--- config.mk ---
export PLATFORM = sky130hd
export DESIGN_NAME = rr_bus_arbiter
export DESIGN_NICKNAME = d
export VERILOG_FILES = /design/src/rtl/arb_pkg.sv /design/src/rtl/rr_pick.sv /design/src/rtl/rr_bus_arbiter.sv
export SDC_FILE = /design/constraint.sdc
export NUM_CORES = 1
export LEC_CHECK = 0
export BUFFER_PORTS_ARGS = -buffer_cell sky130_fd_sc_hd__buf_2
export CAP_MARGIN = 0
export CORE_UTILIZATION = 48
export DETAILED_ROUTE_END_ITERATION = 10
export PLACE_DENSITY = 0.73
export SYNTH_ARGS = -nofsm -noshare
export SYNTH_HDL_FRONTEND = slang
export SYNTH_SLANG_ARGS = --single-unit
--- constraint.sdc ---
create_clock -name clk -period 1.9 [get_ports clk]
set_input_delay 0.285 -clock clk [delete_from_list [all_inputs] [get_ports clk]]
set_output_delay 0.285 -clock clk [all_outputs]
set_load 0.03 [all_outputs]
--- src/rtl/arb_pkg.sv ---
// Shared definitions for the round-robin bus arbiter: FSM state encoding
// and default sizing constants.
package arb_pkg;

    typedef enum logic {
        ARB_IDLE  = 1'b0,
        ARB_OWNED = 1'b1
    } arb_state_t;

    localparam int unsigned ARB_NUM_REQ  = 4;
    localparam int unsigned ARB_MAX_HOLD = 16;

endpackage

--- src/rtl/rr_pick.sv ---
// Combinational round-robin picker: scans from start upward with wrap-around
// and returns the first requesting, non-excluded index.
module rr_pick #(
    parameter int unsigned N   = 4,
    parameter int unsigned IDW = 2
) (
    input  logic [N-1:0]   req,
    input  logic [IDW-1:0] start,
    input  logic [N-1:0]   excl,
    output logic           found,
    output logic [IDW-1:0] idx
);

    logic [N-1:0] cand_req;
    int unsigned  cand;

    assign cand_req = req & ~excl;

    always_comb begin
        found = 1'b0;
        idx   = '0;
        cand  = 0;
        for (int unsigned i = 0; i < N; i++) begin
            cand = (32'(start) + i) % N;
            if (!found && cand_req[IDW'(cand)]) begin
                found = 1'b1;
                idx   = IDW'(cand);
            end
        end
    end

endmodule

--- src/rtl/rr_bus_arbiter.sv ---
// Round-robin bus arbiter with a bounded hold time, per-master lock against
// pre-emption, and registered one-hot grant outputs.
module rr_bus_arbiter
    import arb_pkg::*;
#(
    parameter int unsigned NUM_REQ  = ARB_NUM_REQ,
    parameter int unsigned MAX_HOLD = ARB_MAX_HOLD
) (
    input  logic                       clk,
    input  logic                       rst_n,
    input  logic [NUM_REQ-1:0]         req,
    input  logic [NUM_REQ-1:0]         lock,
    output logic [NUM_REQ-1:0]         gnt,
    output logic                       gnt_valid,
    output logic [$clog2(NUM_REQ)-1:0] gnt_id,
    output logic                       preempt
);

    localparam int unsigned IDW = $clog2(NUM_REQ);
    localparam int unsigned HCW = $clog2(MAX_HOLD + 1);
    localparam logic [IDW-1:0] LAST_IDX = IDW'(NUM_REQ - 1);

    arb_state_t         state;
    logic [IDW-1:0]     last_id;
    logic [HCW-1:0]     hold_cnt;

    logic [IDW-1:0]     start_idx;
    logic [NUM_REQ-1:0] excl;
    logic               pick_found;
    logic [IDW-1:0]     pick_idx;
    logic               owner_req;
    logic               owner_lock;
    logic               hold_max;
    logic               do_grant;
    logic               go_idle;
    logic               is_preempt;

    assign start_idx  = (last_id == LAST_IDX) ? '0 : last_id + 1'b1;
    assign excl       = (state == ARB_OWNED) ? (NUM_REQ'(1) << gnt_id) : '0;
    assign owner_req  = req[gnt_id];
    assign owner_lock = lock[gnt_id];
    assign hold_max   = (hold_cnt == HCW'(MAX_HOLD));

    rr_pick #(
        .N   (NUM_REQ),
        .IDW (IDW)
    ) u_pick (
        .req   (req),
        .start (start_idx),
        .excl  (excl),
        .found (pick_found),
        .idx   (pick_idx)
    );

    // The owner is excluded from the search, so a found winner always means
    // "some other master is waiting"; a release takes priority over pre-emption.
    assign is_preempt = (state == ARB_OWNED) && owner_req && hold_max && !owner_lock && pick_found;
    assign do_grant   = pick_found && ((state == ARB_IDLE) || !owner_req || (hold_max && !owner_lock));
    assign go_idle    = (state == ARB_OWNED) && !owner_req && !pick_found;

    always_ff @(posedge clk or negedge rst_n) begin
        if (!rst_n) begin
            state     <= ARB_IDLE;
            gnt       <= '0;
            gnt_valid <= 1'b0;
            gnt_id    <= '0;
            preempt   <= 1'b0;
            hold_cnt  <= '0;
            last_id   <= LAST_IDX;
        end else begin
            preempt <= is_preempt;
            if (do_grant) begin
                state     <= ARB_OWNED;
                gnt       <= NUM_REQ'(1) << pick_idx;
                gnt_valid <= 1'b1;
                gnt_id    <= pick_idx;
                last_id   <= pick_idx;
                hold_cnt  <= '0;
            end else if (go_idle) begin
                state     <= ARB_IDLE;
                gnt       <= '0;
                gnt_valid <= 1'b0;
                gnt_id    <= '0;
                hold_cnt  <= '0;
            end else if (state == ARB_OWNED && !hold_max) begin
                hold_cnt <= hold_cnt + 1'b1;
            end
        end
    end

endmodule

==> results of run 1 <==
## synth_stat cells
library cell  number
o22ai_1            3
nand3_1            3
a2111o_1           1
buf_2              1
or2_1              1
nor2b_4            1
a22o_1             1
nand2_1            8
or3b_1             1
nor2b_1            1
xor2_1             3
mux2_1             2
dfstp_2            2
and2_4             1
o21ai_0            3
nor3_1             1
nor2_1             8
a21boi_0           1
inv_1              9
a32o_1             2
o22a_4             1
and3b_1            1
xnor2_1            1
mux4_2             2
buf_6              1
o21a_1             1
a2111oi_2          1
dfrtp_1           13
o211ai_1           1
nand4bb_1          1
a31oi_1            1
o21ai_1            3
a311oi_1           1
clkbuf_1           1
nand4_1            2
a21oi_1            5
ha_1               3
o2bb2ai_1          1
nand2b_1           1
a211oi_1           2
o22ai_2            1
## through the flow
step / TNS, ns / util / setup WS [ns]
3_5_place_dp: -0.00235 / 0.624 / -0.00235
3_3_place_gp: 0 / 0.624 / 0.0487
2_1_floorplan: -0.362 / - / -0.0800
6_report: 0 / 0.664 / 0.0341
4_1_cts: 0 / 0.649 / 0.0117
5_1_grt: -0.0436 / 0.664 / -0.0230
## cells by family after synthesis
logic type | Yosys count
fa+ha+maj | 3
flops | 15
xor+xnor | 4
simple gates | 30
compound gates | 29
buf+inv | 12
mux | 4
## state kept, by name (all words and copies together) (netlist names)
signal,count
preempt,1
gnt_id,2
last_id,2
state,1
hold_cnt,5
gnt,4
## area by class of cell
| class | count | share of cell area |
|---|---|---|
| clock inverters | 1 | 0.00418 |
| inverters | 9 | 0.0282 |
| clock buffers | 3 | 0.0188 |
| multi-input cells | 70 | 0.469 |
| flip-flops and latches | 15 | 0.318 |
| repair buffers | 27 | 0.136 |
| well taps | 25 | 0.0262 |
## worst paths after layout
path	start	endpoint	slack, ns	depth (start not counted)
worst max register to register	gnt_id[0]$_DFFE_PN0P_	gnt[2]$_DFFE_PN0P_	0.03	5
max in group asynchronous	rst_n	last_id[0]$_DFFE_PN1P_	1.19	2
worst max-delay path	gnt_id[0]$_DFFE_PN0P_	gnt[2]$_DFFE_PN0P_	0.03	5
worst min register to register	last_id[0]$_DFFE_PN1P_	last_id[0]$_DFFE_PN1P_	0.50	2
worst min-delay path	rst_n	gnt[1]$_DFFE_PN0P_	0.42	2
min in group clk	lock[2]	preempt$_DFF_PN0_	0.50	4
## power by group through the flow
stage	Sequential [W]	Clock, W	Combinational [W]
2_1_floorplan	0.000632	0	0.000796
3_3_place_gp	0.000541	0	0.00120
3_5_place_dp	0.000549	0	0.00123
4_1_cts	0.000542	0.000182	0.00124
5_1_grt	0.000559	0.000199	0.00142
6_report	0.000542	0.000185	0.00131
## routing by layer
layer | vias to the layer above | global-route usage
met5 | - | 0
met4 | 0 | 0.0706
met3 | 3 | 0.0353
met2 | 21 | 0.411
met1 | 385 | 0.251
li1 | 409 | -
## critical path, stage by stage (launching register included)
cell,delay [ns]
dfrtp_2,0.41
mux4_2,0.51
or2_4,0.26
and2_4,0.18
o22a_4,0.20
a32o_1,0.21
## timing repair
| item | CTS | global route |
|---|---|---|
| hold buffers | 1 | 0 |
| endpoints found under the setup margin | 1 | 10 |
| endpoints found under the hold margin | 13 | 0 |
| setup buffers | 0 | 0 |
| gates resized for setup | 2 | 8 |
| pin swaps | 0 | 1 |
==> results_tabular.tex, run 1 <==
\begin{tabular}{lr}
\hline
Metric & Value \\
\hline
\multicolumn{2}{l}{\textbf{Run status}} \\
\quad Outcome & complete, no violations \\
\multicolumn{2}{l}{\textbf{Layout}} \\
\quad Most common cell after layout, fill and taps aside & buf\_2 \\
\quad Area of all placed cells without fillers & around 1200 µm² \\
\quad Number of nets in the layout & 139 \\
\quad Ratio of cells with drive above 1 in the final layout & 0.392 \\
\quad Multi-input logic area & between 500 and 600 µm² \\
\quad Diodes inserted & 0 \\
\quad Register cell area after layout & approximately 380 µm² \\
\quad Filler cell count in the final layout & approximately 150 \\
\quad Area Growth Syn to Fin & 25.3\% \\
\quad Non-filler cells, final & 150 \\
\quad Commonest non-fill, non-tap cells in the layout & 17 x buf\_2, 11 x dfrtp\_1, 9 x inv\_1, 9 x buf\_4, 8 x nand2\_1 \\
\multicolumn{2}{l}{\textbf{Power and ir drop}} \\
\quad Leakage dissipation & 0.568 nW \\
\quad Internal power consumption & $\sim$0.0011 W \\
\quad Share of total power in combinational logic & 0.644 \\
\quad Sw Pwr & $\sim$0.00092 W \\
\quad Portion of total power attributed to sequential cells & 0.266 \\
\quad Total power draw & 0.00204 W \\
\quad Switching fraction of total power & 0.453 \\
\quad Total power divided by cell area & approximately 1700 nW/µm² \\
\quad Part of the total power dissipated in the clock network & 0.091 \\
\quad Highest ir drop seen on vdd & 0.995 mV \\
\multicolumn{2}{l}{\textbf{Logic synthesis}} \\
\quad Count of state elements after synthesis & 15 \\
\quad Cell accounting for the most synthesized area & dfrtp\_1 \\
\quad Adder and majority gate portion of the synthesized area & 0.0393 \\
\quad Complex-gate fraction of the synthesized area & 0.231 \\
\quad Area share of the leading cell type in the synthesized netlist & 0.341 \\
\quad Mean post-synth cell area & 9.84 µm² \\
\quad Simple-gate share of the synthesized area & 0.170 \\
\quad Post-Syn Nets & 110 \\
\quad Main combinational cell family by area after synthesis & compound AO/OA/AOI/OAI gates \\
\quad Cells taking the most area after synthesis & dfrtp\_1 34\%, dfstp\_2 5.5\%, mux4\_2 4.7\%, ha\_1 3.9\%, inv\_1 3.5\% \\
\quad Distinct cell type count after synthesis & 41 \\
\quad Xor/xnor cell area share of the yosys netlist & 0.0367 \\
\quad Synthesized instance count & between 90 and 100 \\
\quad Count of yosys warnings during synthesis & 0 \\
\quad Multiplexer area fraction after synthesis & 0.0708 \\
\quad Proportion of synthesized chip area in sequential cells & 0.396 \\
\quad Mapped cell area & approximately 950 µm² \\
\multicolumn{2}{l}{\textbf{STA}} \\
\quad Tightest slew margin relative to the limit & 0.773 \\
\quad Final setup skew & approximately 0.0047 ns \\
\quad Number of endpoints with negative hold slack in the final report & 0 \\
\quad Peak clock frequency supported by timing & 0.536 GHz \\
\quad Share of the clock period used by the worst path after layout & 0.982 \\
\quad Post-layout minimum cycle time & about 1.9 ns \\
\quad Slew of the pin with the lowest slew margin & around 0.34 ns \\
\quad RSZ-0062 raised after global routing & true \\
\quad Number of max-slew violations in the final report & 0 \\
\quad Worst hold slack & about 0.42 ns \\
\quad Setup Viol. Count Final & 0 \\
\multicolumn{2}{l}{\textbf{Placement}} \\
\quad Cell count after placement & 145 \\
\quad HPWL after DPL & around 1600 µm \\
\quad Cell area after placement & roughly 1100 µm² \\
\quad \# port buffers & 17 \\
\quad Routability cong. & around 0.8 \\
\multicolumn{2}{l}{\textbf{CTS}} \\
\quad Clock insertion delay at the later pin of the skew report & roughly 0.29 ns \\
\quad Longest Clk Path Bufs & 2 \\
\quad Number of clock sinks & 15 \\
\quad Clock tree from TritonCTS & built \\
\quad Root cell of the clock tree & clkbuf\_4 \\
\quad Clock transition at the registers of the reported paths & approximately 0.090 ns \\
\quad Htree depth & 1 \\
\quad Inserted Clock Buffers & 3 \\
\multicolumn{2}{l}{\textbf{Global routing}} \\
\quad Global-route wire length before repair & around 3300 µm \\
\quad Remaining global-route overflow & 0 \\
\quad Number of antenna violations at the first check in global routing & 0 \\
\quad Vias in the first global route & just over 800 \\
\quad Global router's overall resource usage & 0.221 \\
\quad Maximum number of pins on one net before global-route repair & 16 \\
\multicolumn{2}{l}{\textbf{Routing}} \\
\quad Routed length on met1 & about 950 µm \\
\quad Uppermost routed layer & met4 \\
\quad Routed wire length per instance & between 10 and 15 µm \\
\quad Met2 Wirelength & around 1100 µm \\
\quad Count of vias placed by the detailed router & 818 \\
\quad Met3 layer wire length in the routed design & $\sim$67 µm \\
\quad Vias/cell & about 5.5 \\
\quad Antenna Violating Nets Remaining & 0 \\
\quad \# DRC & 0 \\
\quad Drt first-iter violations & 9 \\
\quad DR pass1 iterations & 4 \\
\quad Total Routed Length & between 2000 and 2500 µm \\
\multicolumn{2}{l}{\textbf{Setup path}} \\
\quad Crit-path max FO & 5 \\
\quad Required time at the endpoint of the critical path & between 2 and 2.5 ns \\
\quad Setup crit end kind & flop \\
\quad Arrival time of data at the critical path endpoint & roughly 2.0 ns \\
\quad Kind of start point of the critical path & flop \\
\quad Crit path kind & flop to flop \\
\multicolumn{2}{l}{\textbf{Min path}} \\
\quad Hold WC Path Type & input pin to asynchronous set/reset pin \\
\multicolumn{2}{l}{\textbf{Flow run}} \\
\quad Number of maximum-capacitance violations & 0 \\
\multicolumn{2}{l}{\textbf{Die}} \\
\quad FP Rows & 15 \\
\quad Core Region & 1800 µm² \\
\quad Die X & $\sim$47 µm \\
\quad Y dimension of the die & $\sim$47 µm \\
\quad Overall die area & about 2200 µm² \\
\quad Effective utilization at floorplan & 0.530 \\
\quad Number of top-level design ports & 18 \\
\hline
\end{tabular}
Note: power is estimated with default switching activity, not from simulation.
==> run 2, diff against run 1 <==
CORE_UTILIZATION = 46   (was 48)
PLACE_DENSITY = 0.68   (was 0.73)
clock period = 2.4 ns   (was 1.9 ns; I/O delays follow)
==> run 2 against run 1 <==
  * Flip-flop and latch count is the same
  * First-iteration DRC count rose by 89%
  * Design area decreased by 8.8%
  * Largest cell class unchanged
==> results_tabular.tex, run 2 (same netlist as run 1, synthesis figures left out) <==
\begin{tabular}{lr}
\hline
Metric & Value \\
\hline
\multicolumn{2}{l}{\textbf{Min path}} \\
\quad Hold Path Stages & 1 \\
\quad Hold WC Path Type & flop to flop \\
\multicolumn{2}{l}{\textbf{Run status}} \\
\quad Outcome & complete, no violations \\
\multicolumn{2}{l}{\textbf{STA}} \\
\quad Fin Setup TNS & 0 ns (unchanged) \\
\quad Peak clock frequency supported by timing & 0.487 GHz (-9.1\%) \\
\quad RSZ-0062 raised after global routing & false \\
\quad Setup Viol. Count Final & 0 (unchanged) \\
\quad Number of endpoints with negative hold slack in the final report & 0 (unchanged) \\
\quad Tightest slew margin relative to the limit & 0.666 (-0.107) \\
\quad Final setup skew & 0.00488 ns (+0.000224 ns) \\
\quad Number of max-slew violations in the final report & 0 (unchanged) \\
\quad Share of the clock period used by the worst path after layout & 0.855 (-0.127) \\
\quad Slew of the pin with the lowest slew margin & 0.500 ns (+0.160 ns) \\
\quad Worst hold slack & 0.494 ns (+0.0786 ns) \\
\quad Post-layout minimum cycle time & 2.05 ns (+0.186 ns) \\
\multicolumn{2}{l}{\textbf{Layout}} \\
\quad Area Growth Syn to Fin & 14.3\% \\
\quad Non-filler cells, final & 143 (-4.7\%) \\
\quad Commonest non-fill, non-tap cells in the layout & 17 x buf\_2, 13 x dfrtp\_1, 9 x inv\_1 \\
\quad Most flop-heavy register & hold\_cnt \\
\quad Most common cell after layout, fill and taps aside & buf\_2 \\
\quad Top flop regs & hold\_cnt: 5 flops, gnt: 4 flops \\
\quad Number of nets in the layout & 130 (-6.5\%) \\
\quad Diodes inserted & 0 (unchanged) \\
\quad Area of all placed cells without fillers & 1090 µm² (-8.8\%) \\
\quad Filler cell count in the final layout & 200 (+32\%) \\
\quad Flip-flop count of the largest register, all copies and words added & 5 (unchanged) \\
\quad Ratio of cells with drive above 1 in the final layout & 0.259 (-0.133) \\
\quad Share of the core filled with cells in the final layout & 0.556 (-0.108) \\
\multicolumn{2}{l}{\textbf{Routing}} \\
\quad Met2 Wirelength & 987 µm (-10\%) \\
\quad Met3 layer wire length in the routed design & 45 µm (-33\%) \\
\quad DR pass1 iterations & 4 (unchanged) \\
\quad Uppermost routed layer & met4 \\
\quad Drt first-iter violations & 17 (+8) \\
\quad \# DRC & 0 (unchanged) \\
\quad Antenna Violating Nets Remaining & 0 (unchanged) \\
\quad Total Routed Length & 1940 µm (-9.3\%) \\
\quad Vias/cell & 5.47 (+0.28\%) \\
\quad Routed wire length per instance & 13.6 µm (-4.8\%) \\
\quad Routed length on met1 & 897 µm (-5.7\%) \\
\quad Count of vias placed by the detailed router & 782 (-4.4\%) \\
\multicolumn{2}{l}{\textbf{Power and ir drop}} \\
\quad Highest ir drop seen on vdd & 0.544 mV (-45\%) \\
\quad Total power divided by cell area & 1300 nW/µm² (-24\%) \\
\quad Portion of total power attributed to sequential cells & 0.321 (+0.055) \\
\quad Sw Pwr & 0.000660 W (-29\%) \\
\quad Leakage dissipation & 0.513 nW (-9.7\%) \\
\quad Part of the total power dissipated in the clock network & 0.100 (+0.009) \\
\quad Internal power consumption & 0.000756 W (-32\%) \\
\quad Switching fraction of total power & 0.466 (+0.0130) \\
\quad Share of total power in combinational logic & 0.579 (-0.065) \\
\multicolumn{2}{l}{\textbf{Flow run}} \\
\quad Number of maximum-capacitance violations & 0 (unchanged) \\
\multicolumn{2}{l}{\textbf{CTS}} \\
\quad Clock tree from TritonCTS & built \\
\quad Htree depth & 1 (unchanged) \\
\quad Number of clock sinks & 15 (unchanged) \\
\quad Inserted Clock Buffers & 3 (unchanged) \\
\quad Root cell of the clock tree & clkbuf\_4 \\
\quad Longest Clk Path Bufs & 2 (unchanged) \\
\quad Clock insertion delay at the later pin of the skew report & 0.28 ns (about the same) \\
\quad Clock transition at the registers of the reported paths & 0.09 ns (about the same) \\
\multicolumn{2}{l}{\textbf{Global routing}} \\
\quad Vias in the first global route & 704 (-13\%) \\
\quad Maximum number of pins on one net before global-route repair & 16 (unchanged) \\
\quad Global router's overall resource usage & 0.183 (-0.0381) \\
\quad Number of antenna violations at the first check in global routing & 0 (unchanged) \\
\quad Global-route wire length before repair & 2870 µm (-13\%) \\
\quad Remaining global-route overflow & 0 (unchanged) \\
\multicolumn{2}{l}{\textbf{Setup path}} \\
\quad Kind of start point of the critical path & flop \\
\quad Setup crit end kind & flop \\
\quad Required time at the endpoint of the critical path & 2.62 ns (+0.54 ns) \\
\quad Max incr delay on CP & 0.60 ns (+0.09 ns) \\
\quad Arrival time of data at the critical path endpoint & 2.28 ns (+0.24 ns) \\
\quad Crit-path max FO & 15 (+10) \\
\quad CP delay by family, top & compound AO/OA/AOI/OAI gates \\
\quad Critical Path Stages & 5 (unchanged) \\
\quad Slowest library cell on the worst path & dfrtp\_1 \\
\quad List of cells traversed by the critical path & or3b\_1 > o21ai\_1 > a211oi\_1 > a2111oi\_2 > a32o\_1 \\
\quad Crit path kind & flop to flop \\
\quad Depth of the worst register-to-register path & 5 (unchanged) \\
\quad Crit path buf inv count & 0 (unchanged) \\
\multicolumn{2}{l}{\textbf{Die}} \\
\quad Overall die area & 2260 µm² (+4.2\%) \\
\quad FP Rows & 16 (+1) \\
\quad Effective utilization at floorplan & 0.487 (-0.0433) \\
\quad Y dimension of the die & 47.6 µm (+2.1\%) \\
\quad Core Region & 1960 µm² (+8.9\%) \\
\quad Die X & 47.6 µm (+2.1\%) \\
\quad Number of top-level design ports & 18 (unchanged) \\
\multicolumn{2}{l}{\textbf{Placement}} \\
\quad Routability cong. & 0.682 (-15\%) \\
\quad Cell area after placement & 1050 µm² (-6.3\%) \\
\quad Cell count after placement & 138 (-4.8\%) \\
\quad \# port buffers & 17 (unchanged) \\
\quad HPWL after DPL & 1500 µm (-7.9\%) \\
\hline
\end{tabular}
[run 2: cell count changes in the layout (fill, tap and decap cells not counted), sizes merged]
cell | previous run | this run
buf | 26 | 17
[run 2: final timing paths]
check / start / end / slack [ns]
max: state$_DFFE_PN0P_ / gnt[2]$_DFFE_PN0P_ / 0.35
max in group asynchronous: rst_n / last_id[0]$_DFFE_PN1P_ / 1.60
min: gnt[1]$_DFFE_PN0P_ / gnt[1]$_DFFE_PN0P_ / 0.49
min reg2reg: gnt[1]$_DFFE_PN0P_ / gnt[1]$_DFFE_PN0P_ / 0.49
min in group asynchronous: rst_n / gnt_id[1]$_DFFE_PN0P_ / 0.51
max reg2reg: state$_DFFE_PN0P_ / gnt[2]$_DFFE_PN0P_ / 0.35
[run 2: timing repair]
action,4_1_cts,5_1_grt
gates resized for setup,0,0
hold buffers,1,0
hold endpoints to repair,13,0
buffers inserted,0,0
[run 2: routing by layer]
metal | up-vias | global-route usage
met4 | 0 | 0.0333
met2 | 11 | 0.342
met5 | - | 0
li1 | 396 | -
met3 | 2 | 0.0453
met1 | 373 | 0.212
[run 2: stage by stage]
| step | total power [W] | setup WS [ns] |
|---|---|---|
| finish | 0.00142 | 0.348 |
| global route | 0.00153 | 0.197 |
| CTS | 0.00143 | 0.360 |
| detailed placement | 0.00128 | 0.376 |
| global placement | 0.00126 | 0.390 |
| floorplan | 0.00111 | 0.310 |
[run 2: layout make-up]
class	count	area [µm²]	share of cell area
clock buffer	3	22.5	0.0206
clock inverter	1	5.00	0.00459
inverter	9	33.8	0.0310
multi-input combinational	70	523	0.479
sequential	15	378	0.346
tap	27	33.8	0.0310
timing repair buffer	18	95.1	0.0872
[run 2: power groups by stage]
| stage | Sequential (W) | Combinational, W | Clock, W |
|---|---|---|---|
| finish | 0.000454 | 0.000820 | 0.000141 |
| global route | 0.000471 | 0.000903 | 0.000154 |
| CTS | 0.000455 | 0.000825 | 0.000147 |
| detailed placement | 0.000460 | 0.000821 | 0 |
| global placement | 0.000453 | 0.000809 | 0 |
| floorplan | 0.000496 | 0.000614 | 0 |
==> run 3, diff against run 2 <==
CORE_MARGIN = 4   (was default)
==> run 3 against run 2 <==
  * Critical path depth unchanged
  * Sequential share of layout area about the same
  * Clock power is 4% higher
  * Cell count is the same
  * Setup slack worse by 0.0094 ns
  * Sequential power is essentially flat
  * Fmax shrank 0.46%
  * Wire length up 1.7%
  * Core utilization decreased by 0.064 points
  * Clock-buffer cell count increased by 1
  * Largest power group unchanged
  * Highest routed layer unchanged
==> results_tabular.tex, run 3 (same netlist as run 1, synthesis figures left out) <==
\begin{tabular}{lr}
\hline
Metric & Value \\
\hline
\multicolumn{2}{l}{\textbf{STA}} \\
\quad Final setup skew & 0.000704 ns (-0.00418 ns) \\
\quad Share of the clock period used by the worst path after layout & 0.859 (+0.00392) \\
\quad Number of max-slew violations in the final report & 0 (unchanged) \\
\quad Peak clock frequency supported by timing & 0.485 GHz (-0.46\%) \\
\quad Tightest slew margin relative to the limit & 0.677 (+0.0109) \\
\quad Slew of the pin with the lowest slew margin & 0.484 ns (-0.0162 ns) \\
\quad RSZ-0062 raised after global routing & false \\
\quad Post-route worst setup slack & 0.338 ns (-0.00942 ns) \\
\quad Fin Setup TNS & 0 ns (unchanged) \\
\quad Number of endpoints with negative hold slack in the final report & 0 (unchanged) \\
\quad Setup Viol. Count Final & 0 (unchanged) \\
\quad Post-layout minimum cycle time & 2.06 ns (+0.00941 ns) \\
\multicolumn{2}{l}{\textbf{Routing}} \\
\quad Drt first-iter violations & 9 (-8) \\
\quad Antenna Violating Nets Remaining & 0 (unchanged) \\
\quad Vias/cell & 5.58 (+2.0\%) \\
\quad \# DRC & 0 (unchanged) \\
\quad Routed wire length per instance & 13.8 µm (+1.7\%) \\
\quad Total Routed Length & 1970 µm (+1.7\%) \\
\quad Count of vias placed by the detailed router & 798 (+2.0\%) \\
\quad DR pass1 iterations & 4 (unchanged) \\
\multicolumn{2}{l}{\textbf{Layout}} \\
\quad Filler cell count in the final layout & 200 (unchanged) \\
\quad Register cell area after layout & 378 µm² (unchanged) \\
\quad Ratio of cells with drive above 1 in the final layout & 0.250 (-0.00862) \\
\quad Area Growth Syn to Fin & 14.2\% \\
\quad Number of nets in the layout & 130 (unchanged) \\
\quad Top flop regs & hold\_cnt: 5 flops, gnt: 4 flops \\
\quad Flip-flop count of the largest register, all copies and words added & 5 (unchanged) \\
\quad Share of the core filled with cells in the final layout & 0.555 (-0.000637) \\
\quad Most flop-heavy register & hold\_cnt \\
\quad Most common cell after layout, fill and taps aside & buf\_2 \\
\quad Commonest non-fill, non-tap cells in the layout & 17 x buf\_2, 13 x dfrtp\_1, 9 x inv\_1 \\
\quad Diodes inserted & 0 (unchanged) \\
\quad Multi-input logic area & 523 µm² (unchanged) \\
\quad Area of all placed cells without fillers & 1090 µm² (-0.11\%) \\
\multicolumn{2}{l}{\textbf{Power and ir drop}} \\
\quad Highest ir drop seen on vdd & 0.557 mV (+2.3\%) \\
\quad Total power divided by cell area & 1300 nW/µm² (+0.29\%) \\
\quad Leakage dissipation & 0.510 nW (-0.53\%) \\
\multicolumn{2}{l}{\textbf{Setup path}} \\
\quad List of cells traversed by the critical path & nor2b\_1 > o22ai\_1 > a311oi\_1 > o21ai\_0 > a32o\_1 \\
\quad Max incr delay on CP & 0.60 ns (about the same) \\
\quad Crit path buf inv count & 0 (unchanged) \\
\quad Slowest library cell on the worst path & dfrtp\_1 \\
\quad Kind of start point of the critical path & flop \\
\quad Setup crit end kind & flop \\
\quad Arrival time of data at the critical path endpoint & 2.24 ns (-0.04 ns) \\
\quad Crit path kind & flop to flop \\
\quad Crit-path max FO & 15 (unchanged) \\
\quad Required time at the endpoint of the critical path & 2.58 ns (-0.04 ns) \\
\quad CP delay by family, top & compound AO/OA/AOI/OAI gates \\
\multicolumn{2}{l}{\textbf{Global routing}} \\
\quad Vias in the first global route & 781 (+11\%) \\
\quad Global router's overall resource usage & 0.166 (-0.0166) \\
\quad Number of antenna violations at the first check in global routing & 0 (unchanged) \\
\quad Maximum number of pins on one net before global-route repair & 16 (unchanged) \\
\quad Remaining global-route overflow & 0 (unchanged) \\
\quad Global-route wire length before repair & 3350 µm (+17\%) \\
\multicolumn{2}{l}{\textbf{Die}} \\
\quad Effective utilization at floorplan & 0.487 (unchanged) \\
\quad Overall die area & 2870 µm² (+27\%) \\
\quad Core Region & 1960 µm² (unchanged) \\
\quad Y dimension of the die & 53.6 µm (+13\%) \\
\quad Number of top-level design ports & 18 (unchanged) \\
\quad FP Rows & 16 (unchanged) \\
\quad Die X & 53.6 µm (+13\%) \\
\multicolumn{2}{l}{\textbf{CTS}} \\
\quad Clock transition at the registers of the reported paths & 0.09 ns (about the same) \\
\quad Inserted Clock Buffers & 3 (unchanged) \\
\quad Root cell of the clock tree & clkbuf\_4 \\
\quad Clock tree from TritonCTS & built \\
\quad Longest Clk Path Bufs & 2 (unchanged) \\
\quad Number of clock sinks & 15 (unchanged) \\
\quad Clock insertion delay at the later pin of the skew report & 0.29 ns (about the same) \\
\quad Htree depth & 1 (unchanged) \\
\quad Postcts setup bufs & 0 (unchanged) \\
\multicolumn{2}{l}{\textbf{Min path}} \\
\quad Hold WC Path Type & input pin to asynchronous set/reset pin \\
\multicolumn{2}{l}{\textbf{Placement}} \\
\quad HPWL after DPL & 1560 µm (+3.7\%) \\
\quad Cell area after placement & 1050 µm² (unchanged) \\
\quad \# port buffers & 17 (unchanged) \\
\quad Routability cong. & 0.766 (+12\%) \\
\quad Setup slack after placement & 0.347 ns (-0.0289 ns) \\
\multicolumn{2}{l}{\textbf{Run status}} \\
\quad Outcome & complete, no violations \\
\multicolumn{2}{l}{\textbf{Flow run}} \\
\quad Number of maximum-capacitance violations & 0 (unchanged) \\
\hline
\end{tabular}
run 3: what timing repair did:
action                                 CTS  global route
hold buffers                             1             0
endpoints found under the hold margin   13             0
resized for setup                        0             0
run 3: cell type report:
type / count / share of cell area
tap: 27 / 0.0310
multi-input combinational: 70 / 0.480
sequential: 15 / 0.347
clock buffer: 4 / 0.0241
timing repair buffer: 18 / 0.0873
inverter: 9 / 0.0310
run 3: through the flow:
stage	hold WS (ns)	total power [W]	cells
final	0.496	0.00142	143
after CTS	0.500	0.00143	143
after floorplan	0.0644	0.00111	97
after detailed placement	0.282	0.00128	138
after global routing	0.516	0.00157	143
after global placement	0.275	0.00126	138
run 3: path summary, 6_finish.rpt:
path,from,endpoint,slack [ns],cells after the start
setup / recovery,state$_DFFE_PN0P_,gnt[2]$_DFFE_PN0P_,0.34,5
hold / removal,rst_n,preempt$_DFF_PN0_,0.50,2
setup reg to reg,state$_DFFE_PN0P_,gnt[2]$_DFFE_PN0P_,0.34,5
hold reg to reg,gnt[1]$_DFFE_PN0P_,gnt[1]$_DFFE_PN0P_,0.50,1
max in group asynchronous,rst_n,last_id[1]$_DFFE_PN1P_,1.60,2
min in group clk,gnt[1]$_DFFE_PN0P_,gnt[1]$_DFFE_PN0P_,0.50,1
run 3: worst register-to-register path, cell delays in order (launching register included):
cell	delay (ns)
dfrtp_1	0.60
nor2b_1	0.36
o22ai_1	0.14
a311oi_1	0.37
o21ai_0	0.21
a32o_1	0.28
run 3: layer usage:
layer | vias up | global-route usage | share of wire | routed length (µm)
met5 | - | 0 | 0 | 0
li1 | 399 | - | - | -
met2 | 14 | 0.278 | 0.50 | 991
met1 | 380 | 0.200 | 0.44 | 875
met3 | 5 | 0.0416 | 0.032 | 63
met4 | 0 | 0.0766 | 0.021 | 41
run 3: where the power goes:
group	switching, W	internal, W
Clock	0.0000818	0.0000647
Sequential	0.000102	0.000351
Combinational	0.000476	0.000343
Total	0.000659	0.000759
